## src/rtl/ctrl_pipe_pkg.sv

```systemverilog
// ctrl_pipe_pkg: shared defaults, control-word field offsets and stage indices for the control pipeline
package ctrl_pipe_pkg;
  localparam int STAGES_DEF = 4;
  localparam int WIDTH_DEF = 19;
  localparam int F_REG_WRITE = 0;
  localparam int F_MEM_READ = 1;
  localparam int F_MEM_WRITE = 2;
  localparam int F_RET_SRC = 3;
  localparam int F_CP0_WRITE = 5;
  localparam int F_ALU_OP = 6;
  typedef enum logic [1:0] {ST_E, ST_M, ST_W} stage_e;
endpackage

```

## src/rtl/ctrl_pipe_stage.sv

```systemverilog
// ctrl_pipe_stage: one pipeline register with flush > hold > bubble > load priority
module ctrl_pipe_stage import ctrl_pipe_pkg::*; #(
  parameter int W = WIDTH_DEF + 2
) (
  input  logic         clk,
  input  logic         rst,
  input  logic         flush,
  input  logic         hold,
  input  logic         bubble,
  input  logic [W-1:0] d,
  output logic [W-1:0] q
);
  always_ff @(posedge clk)
    if (rst || flush || (!hold && bubble)) q <= '0;
    else if (!hold) q <= d;
endmodule

```

## src/rtl/ctrl_pipe_chain.sv

```systemverilog
// ctrl_pipe_chain: decoded control words through STAGES registers with stall/flush, delay-slot tagging and a multi-cycle hold
module ctrl_pipe_chain import ctrl_pipe_pkg::*; #(
  parameter int STAGES = STAGES_DEF,
  parameter int WIDTH = WIDTH_DEF,
  parameter bit COLLAPSE = 1'b0,
  parameter int MC_STAGE = int'(ST_E),
  parameter int CNTW = 6
) (
  input  logic                    clk,
  input  logic                    rst,
  input  logic [WIDTH-1:0]        in_ctrl,
  input  logic                    in_valid,
  input  logic                    in_branch,
  output logic                    in_ready,
  input  logic [STAGES-1:0]       stall,
  input  logic [STAGES-1:0]       flush,
  input  logic                    mc_start,
  input  logic [CNTW-1:0]         mc_len,
  output logic                    mc_busy,
  output logic [STAGES*WIDTH-1:0] out_ctrl,
  output logic [STAGES-1:0]       out_valid,
  output logic [STAGES-1:0]       out_ds
);
  logic [STAGES-1:0] req, hold, bubble;
  logic [STAGES-1:0][WIDTH+1:0] st, din;
  logic [CNTW-1:0] cnt;
  logic dsPending, mcGo, mcHold;
  assign mc_busy = cnt != '0;
  assign mcGo = mc_start & out_valid[MC_STAGE] & ~mc_busy & (mc_len != '0);
  assign mcHold = mc_busy | mcGo;
  assign in_ready = ~hold[0];
  assign bubble = hold << 1;
  // hold ripples upward from the last stage; with COLLAPSE an empty stage absorbs it
  always_comb begin
    req = stall;
    req[MC_STAGE] = stall[MC_STAGE] | mcHold;
    hold = req;
    for (int i = STAGES - 2; i >= 0; i--)
      hold[i] = req[i] | (hold[i+1] & (COLLAPSE ? out_valid[i] : 1'b1));
  end
  always_comb begin
    din = st << (WIDTH + 2);
    din[0] = {in_ctrl & {WIDTH{in_valid}}, in_valid, dsPending & in_valid};
  end
  for (genvar i = 0; i < STAGES; i++) begin : g_stage
    ctrl_pipe_stage #(.W(WIDTH + 2)) u_stage (
      .clk(clk), .rst(rst), .flush(flush[i]), .hold(hold[i]),
      .bubble(bubble[i]), .d(din[i]), .q(st[i])
    );
    assign out_ctrl[i*WIDTH +: WIDTH] = st[i][WIDTH+1:2];
    assign out_valid[i] = st[i][1];
    assign out_ds[i] = st[i][0];
  end
  always_ff @(posedge clk)
    if (rst || flush[0]) dsPending <= 1'b0;
    else if (in_ready && in_valid) dsPending <= in_branch;
  always_ff @(posedge clk)
    if (rst || flush[MC_STAGE]) cnt <= '0;
    else if (mcGo) cnt <= mc_len - 1'b1;
    else if (mc_busy) cnt <= cnt - 1'b1;
endmodule

```

## config.mk

```make
export PLATFORM = sky130hd
export DESIGN_NAME = ctrl_pipe_chain
export DESIGN_NICKNAME = d
export VERILOG_FILES = /design/src/rtl/ctrl_pipe_pkg.sv /design/src/rtl/ctrl_pipe_stage.sv /design/src/rtl/ctrl_pipe_chain.sv
export SDC_FILE = /design/constraint.sdc
export NUM_CORES = 1
export LEC_CHECK = 0
export BUFFER_PORTS_ARGS = -buffer_cell sky130_fd_sc_hd__buf_4
export CAP_MARGIN = 20
export CELL_PAD_IN_SITES_DETAIL_PLACEMENT = 0
export CELL_PAD_IN_SITES_GLOBAL_PLACEMENT = 1
export CORE_MARGIN = 2
export CORE_UTILIZATION = 40
export CTS_CLUSTER_SIZE = 14
export DETAILED_ROUTE_END_ITERATION = 10
export MAX_ROUTING_LAYER = met4
export PLACE_DENSITY_LB_ADDON = 0.1
export SKIP_CTS_REPAIR_TIMING = 1
export SLEW_MARGIN = 10
export SYNTH_ARGS = -nofsm -noshare
export SYNTH_HDL_FRONTEND = slang
export SYNTH_SLANG_ARGS = --single-unit
```

## constraint.sdc

```tcl
create_clock -name clk -period 3.3 [get_ports clk]
set_clock_uncertainty 0.15 [all_clocks]
set_input_delay 0.495 -clock clk [delete_from_list [all_inputs] [get_ports clk]]
set_output_delay 0.495 -clock clk [all_outputs]
set_load 0.01 [all_outputs]
```

==> results list <==
* Endpoint with the worst hold slack: cnt[0]$_SDFFE_PP0P_
- Maximum net fanout on the critical path: 5
- Entering global routing, the biggest net connects 43 pins.
- In this run the static leakage power is approximately 1.8 nW.
- The most used flip-flop cell after synthesis is sky130_fd_sc_hd__dfxtp_1.
- Class of the worst hold path: input port to flip-flop
* Vias per std cell: around 4.9
- The initial antenna violation count came to 0.
- Before antenna repair, the detailed router went through 4 iterations.
- Chip height: about 100 um
- After synthesis, flip-flops and latches occupy between 40 and 50% of the total area.
* Family with the most delay on the worst path: simple AND/OR/NAND/NOR gates
- Yosys mapped the design onto 41 distinct sky130hd cell types.
- The cell area that synthesis handed to floorplanning was just over 4000 um^2.
- Total routed wirelength: approximately 9.6 mm
- In this run the critical register-to-register path is captured at cnt[4]$_SDFFE_PP0P_.
* Number of synthesized register bits: 91
- # nets final: ~560
- Worst vdd ir: around 0.18 mV
* Horiz. Die Dim: about 100 um
- Proportion of layout cells with a drive suffix above 1: 29.8%
- Global routing used between 10% and 20% of the available tracks across all layers.
- The worst setup path is captured at a primary output.
- Arrival @ worst endpoint: 1910 ps
* Min Tclk post-route: about 2600 ps
- Total congestion overflow: 0
- Relative slew slack: 53.3%
- The longest clock path from root to sink contains 2 buffers.
- Max Transition Viols Final: 0
* Die Area: between 10,000 and 15,000 um^2
- For this block, the initial DRC count from the detailed router was about 100.
- Syn Nets: between 500 and 600
* Number of buffers created by CTS: 9
- sky130_fd_sc_hd__dfxtp_1 takes more of the synthesized area than any other cell.
- The largest individual stage delay along the critical path comes from the cell sky130_fd_sc_hd__or4_4.
- Number of cell rows: 36
* Maximum level of the CTS H-tree: 3
* Reg2reg setup slack: around 860 ps
- Unrepaired setup endpoints after global routing: no
- Startpoint of the lowest-slack register-to-register path: cnt[1]$_SDFFE_PP0P_
- Crit path kind: flip-flop to primary output
- After technology mapping, the gate count stands at between 400 and 500.
* Area added between synthesis and finish: 17.4%
- The number of cells on the worst reg-to-reg path is 8.
* Avg Synthesized Cell Area: roughly 8.6 um^2
* IO Port Bufs: roughly 120
- Cell Area, Placed: 4560 um^2
- Critical path data required time: between 2000 and 3000 ps
- Hold Crit Start: mc_len[0]
* Clock latency on the worst-skew pair: between 300 and 400 ps
- For this configuration, the core starts out at a cell density of 41.3%.
- Pin placement for this block handled 124 I/O pins.
- Clock Tree Root: sky130_fd_sc_hd__clkbuf_8
- Counting flops with a built-in enable in the synthesized netlist gives 0.
- Final clock period utilization by the worst path: between 70% and 80%
- On the worst path, the slowest cell contributes a delay of roughly 590 ps.
* Sum Neg Setup Slack: 0 ps
- Routed vias: 3,198
- HPWL after detailed placement: 6.87 mm
- The run finished with clean final reports.
- Number of global-route vias before repair: around 2,900
* Critical path cell sequence: or4_4, nor2_1, inv_1, buf_4
* Total core area: about 9800 um^2
* Number of DRC violations after detailed routing: 0
- The filler cells instantiated in the layout total between 1,000 and 1,500.
- Max-capacitance violation count: 0
- Highest clock frequency the design can meet: a little under 400 MHz
* Wire length of the first global-routing pass: between 15 and 20 mm
- Gp weighted congestion: between 0.8 and 0.9
* Worst slew pin tran: about 700 ps
- In this run the power density over the cells is about 450 nW/um^2.
- The worst setup path is launched from a flip-flop.
- Worst-path clk slew: roughly 90 ps
- Together, buffers and inverters on the worst path number 2.
* Setup-failing EPs final: 0
- The count of nets left with antenna violations once routing finished came out at 0.
* Post-synthesis async set-or-reset flop share: 0%
* Yosys Warn Count: 0
- Of the post-synthesis cell area, the dominant cell type holds roughly 45%.
* Number of inserted diodes: 0
- Detailed-route wire length per cell: approximately 15 um
- TritonCTS built the clock tree.
* Clk sink count: between 90 and 100
* Instance count along the most critical hold path: 2
* Leading cell types by total area after synthesis: sky130_fd_sc_hd__dfxtp_1 (45%), sky130_fd_sc_hd__buf_4 (12%), sky130_fd_sc_hd__a21oi_1 (8.1%)
* Number of hold violations in the final report: 0
* Area of all placed cells without fillers: around 4800 um^2
-- final cells by class --
type,instances,area [um^2],share of cell area [%]
Multi-Input combinational cell,284,1580,33.2
Inverter,3,11.3,0.237
Sequential cell,91,1820,38.3
Timing Repair Buffer,130,976,20.5
Clock inverter,5,61.3,1.29
Clock buffer,11,141,2.97
Tap cell,133,166,3.50
-- registers in the layout, indices dropped and copies added, names as in the netlist --
| register | cells |
|---|---|
| g_stage.u_stage.q | 84 |
| dsPending | 1 |
| cnt | 6 |
-- metrics by stage --
stage	hold slack [ps]	utilization [%]	setup WS, ps	power, mW	instances
2_1_floorplan	290	-	887	1.30	474
3_3_place_gp	304	46.4	784	1.38	641
3_5_place_dp	312	46.4	751	1.38	641
4_1_cts	184	48.5	719	2.15	657
5_1_grt	202	48.5	652	2.23	657
6_report	201	48.5	749	2.12	657
-- synth_stat cells (all sizes together) (3+ instances only) --
| cell | number |
|---|---|
| nand2 | 65 |
| nand4 | 21 |
| or4 | 3 |
| o21ai | 44 |
| a21oi | 68 |
| a31oi | 4 |
| nor2 | 30 |
| clkbuf | 23 |
| or2 | 3 |
| inv | 3 |
| dfxtp | 91 |
| nor3 | 5 |
| mux2i | 21 |
| buf | 73 |
-- routing by layer --
layer	part of all wire (%)	track usage, %	vias to the layer above
met5	0	-	-
met4	0.57	5.52	0
met3	5.1	3.31	4
li1	-	-	1663
met2	43	25.9	103
met1	51	24.7	1428
-- power breakdown --
part | total (mW) | internal (mW) | leakage, nW | switching, mW
logic | 0.239 | 0.0976 | 1.02 | 0.141
clock network | 0.766 | 0.374 | 0.0922 | 0.392
registers | 1.12 | 1.11 | 0.733 | 0.0126
-- cells in the final DEF (no fill, tap or decap), types with 2 or more instances in the layout --
cell | Yosys | routed
sky130_fd_sc_hd__nand4_1 | 21 | 21
sky130_fd_sc_hd__mux2i_1 | 21 | 21
sky130_fd_sc_hd__o21ai_1 | 1 | 2
sky130_fd_sc_hd__nor2_1 | 30 | 30
sky130_fd_sc_hd__dfxtp_1 | 91 | 91
sky130_fd_sc_hd__or2_2 | 3 | 3
sky130_fd_sc_hd__clkbuf_8 | 0 | 10
sky130_fd_sc_hd__clkinvlp_4 | 0 | 3
sky130_fd_sc_hd__a21oi_2 | 2 | 2
sky130_fd_sc_hd__nor3_1 | 5 | 4
sky130_fd_sc_hd__o21ai_0 | 43 | 42
sky130_fd_sc_hd__buf_4 | 63 | 130
sky130_fd_sc_hd__inv_1 | 3 | 3
sky130_fd_sc_hd__a31oi_1 | 3 | 3
sky130_fd_sc_hd__a21oi_1 | 66 | 66
sky130_fd_sc_hd__nand2_1 | 65 | 65
sky130_fd_sc_hd__or4_4 | 2 | 2
-- cells by family after synthesis --
| logic type | after synthesis | share of synthesized area [%] |
|---|---|---|
| flip-flops | 91 | 44.9 |
| XOR/XNOR | 2 | 0.432 |
| buffers and inverters | 99 | 16.2 |
| adder cells (fa/ha/maj) | 1 | 0.309 |
| AO/OA/AOI/OAI | 125 | 17.3 |
| multiplexers | 21 | 5.19 |
| AND/OR/NAND/NOR | 135 | 15.7 |
-- how the worst max path moves through the flow --
stage	start	to	slack (ps)	depth (start not counted)
floorplan	mc_len[3]	in_ready	890	4
global placement	mc_len[3]	g_stage[1].u_stage.q[16]$_SDFFE_PP0P_	780	5
detailed placement	mc_len[3]	g_stage[1].u_stage.q[13]$_SDFFE_PP0P_	750	5
CTS	cnt[1]$_SDFFE_PP0P_	mc_busy	720	4
global route	cnt[1]$_SDFFE_PP0P_	mc_busy	650	4
finish	cnt[1]$_SDFFE_PP0P_	mc_busy	750	4
(Power assumes the default switching activity.)
